==> config.mk <==
export PLATFORM = sky130hd
export DESIGN_NAME = serial_adder_flat
export DESIGN_NICKNAME = d
export VERILOG_FILES = /design/src/rtl/serial_adder_pkg.sv /design/src/rtl/serial_adder_if.sv /design/src/rtl/serial_fa_bit.sv /design/src/rtl/serial_adder.sv /design/src/flat_wrapper.sv
export SDC_FILE = /design/constraint.sdc
export NUM_CORES = 1
export LEC_CHECK = 0
export CAP_MARGIN = 20
export CORE_MARGIN = 2
export CORE_UTILIZATION = 46
export DETAILED_ROUTE_END_ITERATION = 12
export PLACE_DENSITY = 0.86
export SYNTH_ARGS = -nofsm -noshare
export SYNTH_HDL_FRONTEND = slang
export SYNTH_SLANG_ARGS = --single-unit
==> constraint.sdc <==
create_clock -name clk -period 1.6 [get_ports clk]
set_input_delay 0.24 -clock clk [delete_from_list [all_inputs] [get_ports clk]]
set_output_delay 0.24 -clock clk [all_outputs]
set_load 0.02 [all_outputs]
==> src/rtl/serial_adder_pkg.sv <==
// Shared types and constants for the bit-serial adder: FSM state encoding,
// counter width and the legal WIDTH range.
package serial_adder_pkg;

    localparam int WIDTH_MIN = 2;
    localparam int WIDTH_MAX = 32;
    localparam int CNT_W     = $clog2(WIDTH_MAX);

    typedef enum logic [1:0] {
        IDLE = 2'd0,
        RUN  = 2'd1,
        DONE = 2'd2
    } state_t;

endpackage

==> src/rtl/serial_adder_if.sv <==
// Request/result bundle between a requester (master) and the serial adder (slave).
// ovf exists only when SERIAL_ADDER_OVF_EN is defined.
interface serial_adder_if #(
    parameter int WIDTH = 8
);

    logic             start;
    logic [WIDTH-1:0] a;
    logic [WIDTH-1:0] b;
    logic             cin;
    logic             ready;
    logic             busy;
    logic             done;
    logic [WIDTH-1:0] sum;
    logic             cout;
`ifdef SERIAL_ADDER_OVF_EN
    logic             ovf;

    modport master (output start, a, b, cin,
                    input  ready, busy, done, sum, cout, ovf);
    modport slave  (input  start, a, b, cin,
                    output ready, busy, done, sum, cout, ovf);
`else
    modport master (output start, a, b, cin,
                    input  ready, busy, done, sum, cout);
    modport slave  (input  start, a, b, cin,
                    output ready, busy, done, sum, cout);
`endif

endinterface

==> src/rtl/serial_fa_bit.sv <==
// One-bit full adder built from gate primitives; purely combinational,
// zero latency, no flow control.
module serial_fa_bit (
    input  logic a,
    input  logic b,
    input  logic ci,
    output logic s,
    output logic co
);

    logic axb;
    logic gen;
    logic prop;

    xor u_x0 (axb,  a,   b);
    xor u_x1 (s,    axb, ci);
    and u_a0 (gen,  a,   b);
    and u_a1 (prop, axb, ci);
    or  u_o0 (co,   gen, prop);

endmodule

==> src/rtl/serial_adder.sv <==
// Bit-serial adder, LSB first through one full-adder cell; done pulses WIDTH+1 cycles after accept.
// start is taken only while ready (IDLE/DONE) and ignored in RUN; SERIAL_ADDER_OVF_EN adds signed ovf.
module serial_adder
    import serial_adder_pkg::*;
#(
    parameter int WIDTH = 8
) (
    input  logic          clk,
    input  logic          rst,
    serial_adder_if.slave bus
);

    if (WIDTH < WIDTH_MIN || WIDTH > WIDTH_MAX) begin : g_width_chk
        $error("serial_adder: WIDTH %0d outside %0d..%0d", WIDTH, WIDTH_MIN, WIDTH_MAX);
    end

    localparam logic [CNT_W-1:0] LAST_CNT = CNT_W'(WIDTH - 1);

    state_t             state_q;
    state_t             state_d;
    logic [CNT_W-1:0]   cnt_q;
    logic [WIDTH-1:0]   a_sh;
    logic [WIDTH-1:0]   b_sh;
    logic [WIDTH-2:0]   sum_sh;
    logic               carry_q;
    logic [WIDTH-1:0]   sum_q;
    logic               cout_q;
`ifdef SERIAL_ADDER_OVF_EN
    logic               cmsb_q;
`endif

    logic               fa_s;
    logic               fa_co;
    logic               rdy;
    logic               accept;
    logic               last;
    logic [WIDTH-1:0]   sum_cat;

    serial_fa_bit u_fa (
        .a  (a_sh[0]),
        .b  (b_sh[0]),
        .ci (carry_q),
        .s  (fa_s),
        .co (fa_co)
    );

    assign rdy     = (state_q == IDLE) || (state_q == DONE);
    assign accept  = rdy && bus.start;
    assign last    = (state_q == RUN) && (cnt_q == LAST_CNT);
    // Only WIDTH-1 bits are stored; the final cell sum completes the word on capture.
    assign sum_cat = {fa_s, sum_sh};

    always_ff @(posedge clk or posedge rst) begin
        if (rst) begin
            state_q <= IDLE;
        end else begin
            state_q <= state_d;
        end
    end

    always_comb begin
        state_d = state_q;
        case (state_q)
            IDLE:    state_d = accept ? RUN : IDLE;
            RUN:     state_d = last ? DONE : RUN;
            DONE:    state_d = accept ? RUN : IDLE;
            default: state_d = IDLE;
        endcase
    end

    always_comb begin
        bus.ready = 1'b0;
        bus.busy  = 1'b0;
        bus.done  = 1'b0;
        case (state_q)
            IDLE: bus.ready = 1'b1;
            RUN:  bus.busy  = 1'b1;
            DONE: begin
                bus.ready = 1'b1;
                bus.done  = 1'b1;
            end
            default: bus.ready = 1'b0;
        endcase
        bus.sum  = sum_q;
        bus.cout = cout_q;
`ifdef SERIAL_ADDER_OVF_EN
        bus.ovf  = cmsb_q ^ cout_q;
`endif
    end

    always_ff @(posedge clk or posedge rst) begin
        if (rst) begin
            cnt_q   <= '0;
            a_sh    <= '0;
            b_sh    <= '0;
            sum_sh  <= '0;
            carry_q <= 1'b0;
            sum_q   <= '0;
            cout_q  <= 1'b0;
`ifdef SERIAL_ADDER_OVF_EN
            cmsb_q  <= 1'b0;
`endif
        end else begin
            if (accept) begin
                a_sh    <= bus.a;
                b_sh    <= bus.b;
                carry_q <= bus.cin;
                cnt_q   <= '0;
                sum_sh  <= '0;
            end else if (state_q == RUN) begin
                a_sh    <= {1'b0, a_sh[WIDTH-1:1]};
                b_sh    <= {1'b0, b_sh[WIDTH-1:1]};
                sum_sh  <= sum_cat[WIDTH-1:1];
                carry_q <= fa_co;
                cnt_q   <= cnt_q + CNT_W'(1);
            end
            if (last) begin
                sum_q  <= sum_cat;
                cout_q <= fa_co;
`ifdef SERIAL_ADDER_OVF_EN
                // carry_q here is the carry into the MSB position
                cmsb_q <= carry_q;
`endif
            end
        end
    end

endmodule

==> src/flat_wrapper.sv <==
// flat-port wrapper written by rule: the top's interface ports become plain ports
module serial_adder_flat import serial_adder_pkg::*;
#(
    parameter int WIDTH = 8
)
  (clk, rst, bus_start, bus_a, bus_b, bus_cin, bus_ready, bus_busy, bus_done, bus_sum, bus_cout);
  serial_adder_if #(.WIDTH(WIDTH)) bus_i ();
  input  logic clk;
  input  logic rst;
  input wire logic [$bits(bus_i.start)-1:0] bus_start;
  input wire logic [$bits(bus_i.a)-1:0] bus_a;
  input wire logic [$bits(bus_i.b)-1:0] bus_b;
  input wire logic [$bits(bus_i.cin)-1:0] bus_cin;
  output wire logic [$bits(bus_i.ready)-1:0] bus_ready;
  output wire logic [$bits(bus_i.busy)-1:0] bus_busy;
  output wire logic [$bits(bus_i.done)-1:0] bus_done;
  output wire logic [$bits(bus_i.sum)-1:0] bus_sum;
  output wire logic [$bits(bus_i.cout)-1:0] bus_cout;
  assign bus_i.start = bus_start;
  assign bus_i.a = bus_a;
  assign bus_i.b = bus_b;
  assign bus_i.cin = bus_cin;
  assign bus_ready = bus_i.ready;
  assign bus_busy = bus_i.busy;
  assign bus_done = bus_i.done;
  assign bus_sum = bus_i.sum;
  assign bus_cout = bus_i.cout;
  serial_adder #(.WIDTH(WIDTH)) u_core (.clk(clk), .rst(rst), .bus(bus_i));
endmodule
* Word level (Yosys, flattened, before mapping)
Index checks and enable logic that the tools add are counted.
** Storage, ports and cells
- Flip-flop bits (word level) :: 40
- Output and inout port bits :: 12
- Memory bits (read-only) :: 0
- Memories :: 0
- Latch bits :: 0
- Memory bits (writable) :: 0
** Operators by class
- Add/subtract/negate cells :: 1
- Reductions and logical operators :: 6
- $lt $le $gt $ge :: 0
- Shift-type cells :: 0
- Bitwise logic cells :: 5
- Multipliers :: 0
- Div/mod/pow operators :: 0
- Equality and inequality tests :: 3
- Muxes and demuxes :: 16
** Operators with widths (count)
- 2-to-1 mux 8 bit :: 4
- 2-to-1 mux 7 bit :: 2
- 2-to-1 mux 5 bit :: 2
- 2-to-1 mux 1 bit :: 6
- adder 5 x 1 -> 5 bit, second input constant :: 1
- == test 5 x 3 -> 1 bit, second input constant :: 1
- case mux 2 bit (2 select lines) :: 1
- AND 1 bit :: 2
- == test 2 x 1 -> 1 bit, second input constant :: 1
- == test 2 bit, second input constant :: 1
- logical AND 1 bit :: 2
- zero test 2 bit :: 1
- 2-to-1 mux 2 bit :: 1
- nonzero test 2 bit :: 1
- OR reduction 2 bit :: 1
- bitwise XOR 1 bit :: 2
- logical OR 1 bit :: 1
- bitwise OR 1 bit :: 1

* Logic depth before layout (Yosys ltp)
- Depth in word-level cells :: 5
- Gate-level depth with buffers :: 6
- Gate-level depth less buffers :: 4

* Hierarchy
A second synthesis with hierarchy kept.
** Unflattened totals
- Cells, all modules :: 124
- Area total of the unflattened synthesis :: 1670.4 um2
** By module, submodules not included
- serial_adder :: times used 1, area each 1650.3 um2, cells an instance 123
- serial_fa_bit :: times used 1, area each 20.0 um2, cells an instance 1

* Least setup slack after synthesis
Ideal clock, no wire load.
- Path kind :: flip-flop to flip-flop
- Start point :: reg u_core.state_q[1]
- End point :: reg u_core.cout_q (netlist: u_core.bus.cout)
- Cell stages (with the launch flop) :: 6
- Clock period less this slack :: 1.653 ns
- Arrival time :: 1.528 ns
- Setup slack :: -0.053 ns
- Buffers on the path :: 2
- Cell sequence :: dfrtp_1 > nand2b_1 > buf_2 > or4_4 > buf_6 > mux2_4
** On the way
- Cells in the longest elaborated chain, start to end :: 2
** RTL lines
- start, declared :: RTL line serial_adder.sv:19 : state_t state_q;
- start signal, assigned :: RTL line serial_adder.sv:57 : state_q <= state_d;
- == test 2 x 1 -> 1 bit :: RTL line serial_adder.sv:49 : assign last = (state_q == RUN) && (cnt_q == LAST_CNT);
- logical AND 1 bit :: RTL line serial_adder.sv:49
- end signal, assigned :: RTL line serial_adder.sv:119 : cout_q <= fa_co;
- end, declared :: RTL line serial_adder.sv:27 : logic cout_q;
No other way between the ends.
A chain may end at the register's enable or synchronous reset.

* Worst setup path after layout
- Start point :: reg u_core.cnt_q[0]
- End point :: reg u_core.sum_q[6] (netlist: u_core.bus.sum[6])
** On the way
- Cells in the longest elaborated chain, start to end :: 2
** RTL lines
- start, declared :: RTL line serial_adder.sv:21 : logic [CNT_W-1:0] cnt_q;
- start signal, assigned :: RTL line serial_adder.sv:115 : cnt_q <= cnt_q + CNT_W'(1);
- == test 5 x 3 -> 1 bit :: RTL line serial_adder.sv:49
- logical AND 1 bit :: RTL line serial_adder.sv:49
- end signal, assigned :: RTL line serial_adder.sv:118 : sum_q <= sum_cat;
- end, declared :: RTL line serial_adder.sv:26 : logic [WIDTH-1:0] sum_q;
No other way between the ends.

==> results.ini <==
[clock_tree]
cts_buffers=5
hold_buffers=0
cts_sinks=40
cts_tree=done
h-tree-depth=2
root_buffer=clkbuf_8
clk-insertion-delay-late_ps=290
clkTransAtPathRegs_ps=70
cts_buffer_depth=2

[synth]
synth_ff_type=dfrtp_1
yosysWarnings=0
syn_nets=163
synth.most_common_cell=dfrtp_1
synth_top_cell_by_area=dfrtp_1
synth.area.top_cells=dfrtp_1, mux2_4, a22oi_1
ys_seq_area_share_pct=59.04
synth_seq_cells=40
synth_top_area_share_pct=59.04
avgSynthCellArea_um2=12.02
synthTopCellsByCount=dfrtp_1, nand2_1, nand3_1
synth_cells=141
synth-edff-count=0
ys_async_sr_fraction_pct=100.0
synth_area_mm2=0.001695
yosysUniqueCellTypes=26

[critical_path]
max_stage_delay_ps=500
crit_cells=4
critPathMaxFanout=5
cp_num_buf_inv=0
worstSetupEndpointType=register
worstPathRequired_ps=1780
start_kind=register
ff2ff_setup_slack_ps=-10
arrival_ps=1800
cp_slowest_cell=or4_4
path_delay_family=simple AND/OR/NAND/NOR gates
reg2reg_depth=4
reg2reg_from=u_core.cnt_q[0]
critPathKind=reg -> reg
r2r-end=u_core.bus.sum[6]
cp_cell_sequence=ha_4 > nand2_4 > or4_4 > mux2_4

[routing]
drtPass1Iterations=4
viasPerCell=5.744
drcViolationCount=0
met3_length_um=213
post_drt_wl_per_cell_um=17.32
route.met2.wl_um=2026
drt_iter0_markers=129
drt-met1-wl_um=1716
vias=1344
antenna_left=0
dr.max_layer_used=met4
wl_um=4053

[power]
power.density_mw_per_mm2=1966
ir_drop_v=0.0006196
power_leakage_nw=1.113

[timing]
period_minus_slack_ps=1614
worst_slack_ps=-13.86
maxSlewViolCount=0
timing.slew.headroom_pct=56.78
fin_skew_ps=4.674
worst_hold_slack_ps=304.9
fin_crit_sh_pct=100.9
rsz0062_at_grt=yes
setup_viol=5
tightestPinTransition_ps=645.8
timing.fmax_mhz=619.6
finalHoldViolCount=0

[cells_and_area]
n_antenna_cell=0
design_area_mm2=0.002270
drive_gt1_share_pct=19.35
final_nets=207
areaGrowthSynthToFinish_pct=33.87

[floorplan]
dieArea_mm2=0.004187
die_h_um=64.71
die_x_um=64.71
num_rows=22
start_util_pct=47.02
ios=32
core-area_mm2=0.003606

[global_route]
overflow=0
grt_first_pass_wirelength_um=6706
grt_pass1_vias=1349
antenna_found_initial=0
grt_max_degree=41
grt_usage_pct=21.69

[placed_design]
gp_congestion=0.7541
pre_cts_ws_ps=-60.44
place_hpwl_um=2441
placed_area_mm2=0.002122
io_buffers=31

[min_path]
worst_hold_path_type=in -> async

[run_status]
violations=setup timing
outcome=complete, but fails checks

[flow_run]
max_cap_violations=0

tightest hold or removal path, delay by kind of cell:
family / cells / cell delay [ps]
buffers and inverters: 3 / 720
metal layers:
metal	global-route usage (%)	up-vias
met2	35.18	58
met3	5.208	13
li1	-	597
met5	0	-
met1	27.80	676
met4	9.043	0
final cells by class:
type                       instances  area, µm²
fill                             276       1336
inverter                           5      18.77
tap                               48      60.06
multi-input combinational         87      668.1
timing repair buffer              46      431.7
sequential                        40       1001
clock buffer                       8      90.09
report_power, final:
| part | leakage (nW) | total (W) | internal, W | switching, W |
|---|---|---|---|---|
| Combinational | 0.558 | 0.00199 | 0.00101 | 0.000979 |
| Clock | 0.0455 | 0.000685 | 0.000351 | 0.000333 |
| Sequential | 0.510 | 0.00178 | 0.00145 | 0.000335 |
cells by family after synthesis:
family	after synthesis	synth area share, %
AO/OA/AOI/OAI	30	13.87
adder cells (fa/ha/maj)	2	1.919
buffers and inverters	15	3.837
flip-flops	40	59.04
multiplexers	11	9.151
AND/OR/NAND/NOR	43	12.18
stage by stage:
stage                     std cells  TNS [ps]  util, %  power (W)
after CTS                       233    -20.05    62.73   0.004394
after global routing            234    -98.53    62.94   0.004749
after floorplan                 141    -397.3        -   0.002922
after global placement          221         0    58.85   0.003475
after detailed placement        221    -539.3    58.85   0.003597
final                           234    -48.27    62.94   0.004461
cell usage in the layout (no fill, tap or decap):
cell type,Yosys,layout
a22o_1,11,11
a22oi_1,14,14
a31oi_1,1,1
and2b_1,2,2
buf_12,0,1
buf_4,0,14
clkbuf_1,7,2
clkbuf_8,0,6
clkdlybuf4s50_1,0,28
dfrtp_1,40,40
dlygate4sd2_1,0,3
fa_1,1,1
ha_4,0,1
inv_1,4,4
inv_2,1,1
mux2_4,9,9
mux2i_1,2,2
nand2_1,18,17
nand2_4,0,1
nand2b_1,2,1
nand2b_4,0,1
nand3_1,15,15
nand4_1,1,1
nor2_1,2,2
nor2b_1,1,1
nor3_1,1,1
o21ai_0,2,2
o311ai_0,1,1
o41ai_1,1,1
or4_4,1,2
registers in the layout (all words and copies together), names as in the netlist:
signal	flops
u_core.a_sh	8
u_core.b_sh	8
u_core.bus.cout	1
u_core.bus.sum	8
u_core.carry_q	1
u_core.cnt_q	5
u_core.state_q	2
u_core.sum_sh	7
worst max-delay path by stage:
stage / end / slack (ps) / from
2_1_floorplan: u_core.bus.cout / -40 / u_core.state_q[1]
3_3_place_gp: u_core.bus.sum[6] / 10 / u_core.cnt_q[1]
3_5_place_dp: u_core.b_sh[7] / -60 / bus_start
4_1_cts: u_core.bus.sum[4] / -6 / u_core.cnt_q[0]
5_1_grt: u_core.bus.sum[2] / -30 / u_core.cnt_q[1]
6_report: u_core.bus.sum[6] / -10 / u_core.cnt_q[0]
timing repair:
item	in CTS	in global routing
resized for setup	8	0
buffers inserted	3	1
endpoints found under the hold margin	0	0
endpoints found under the setup margin	12	9
pin swaps	1	1
cloned	1	0
(Power assumes the default switching activity.)
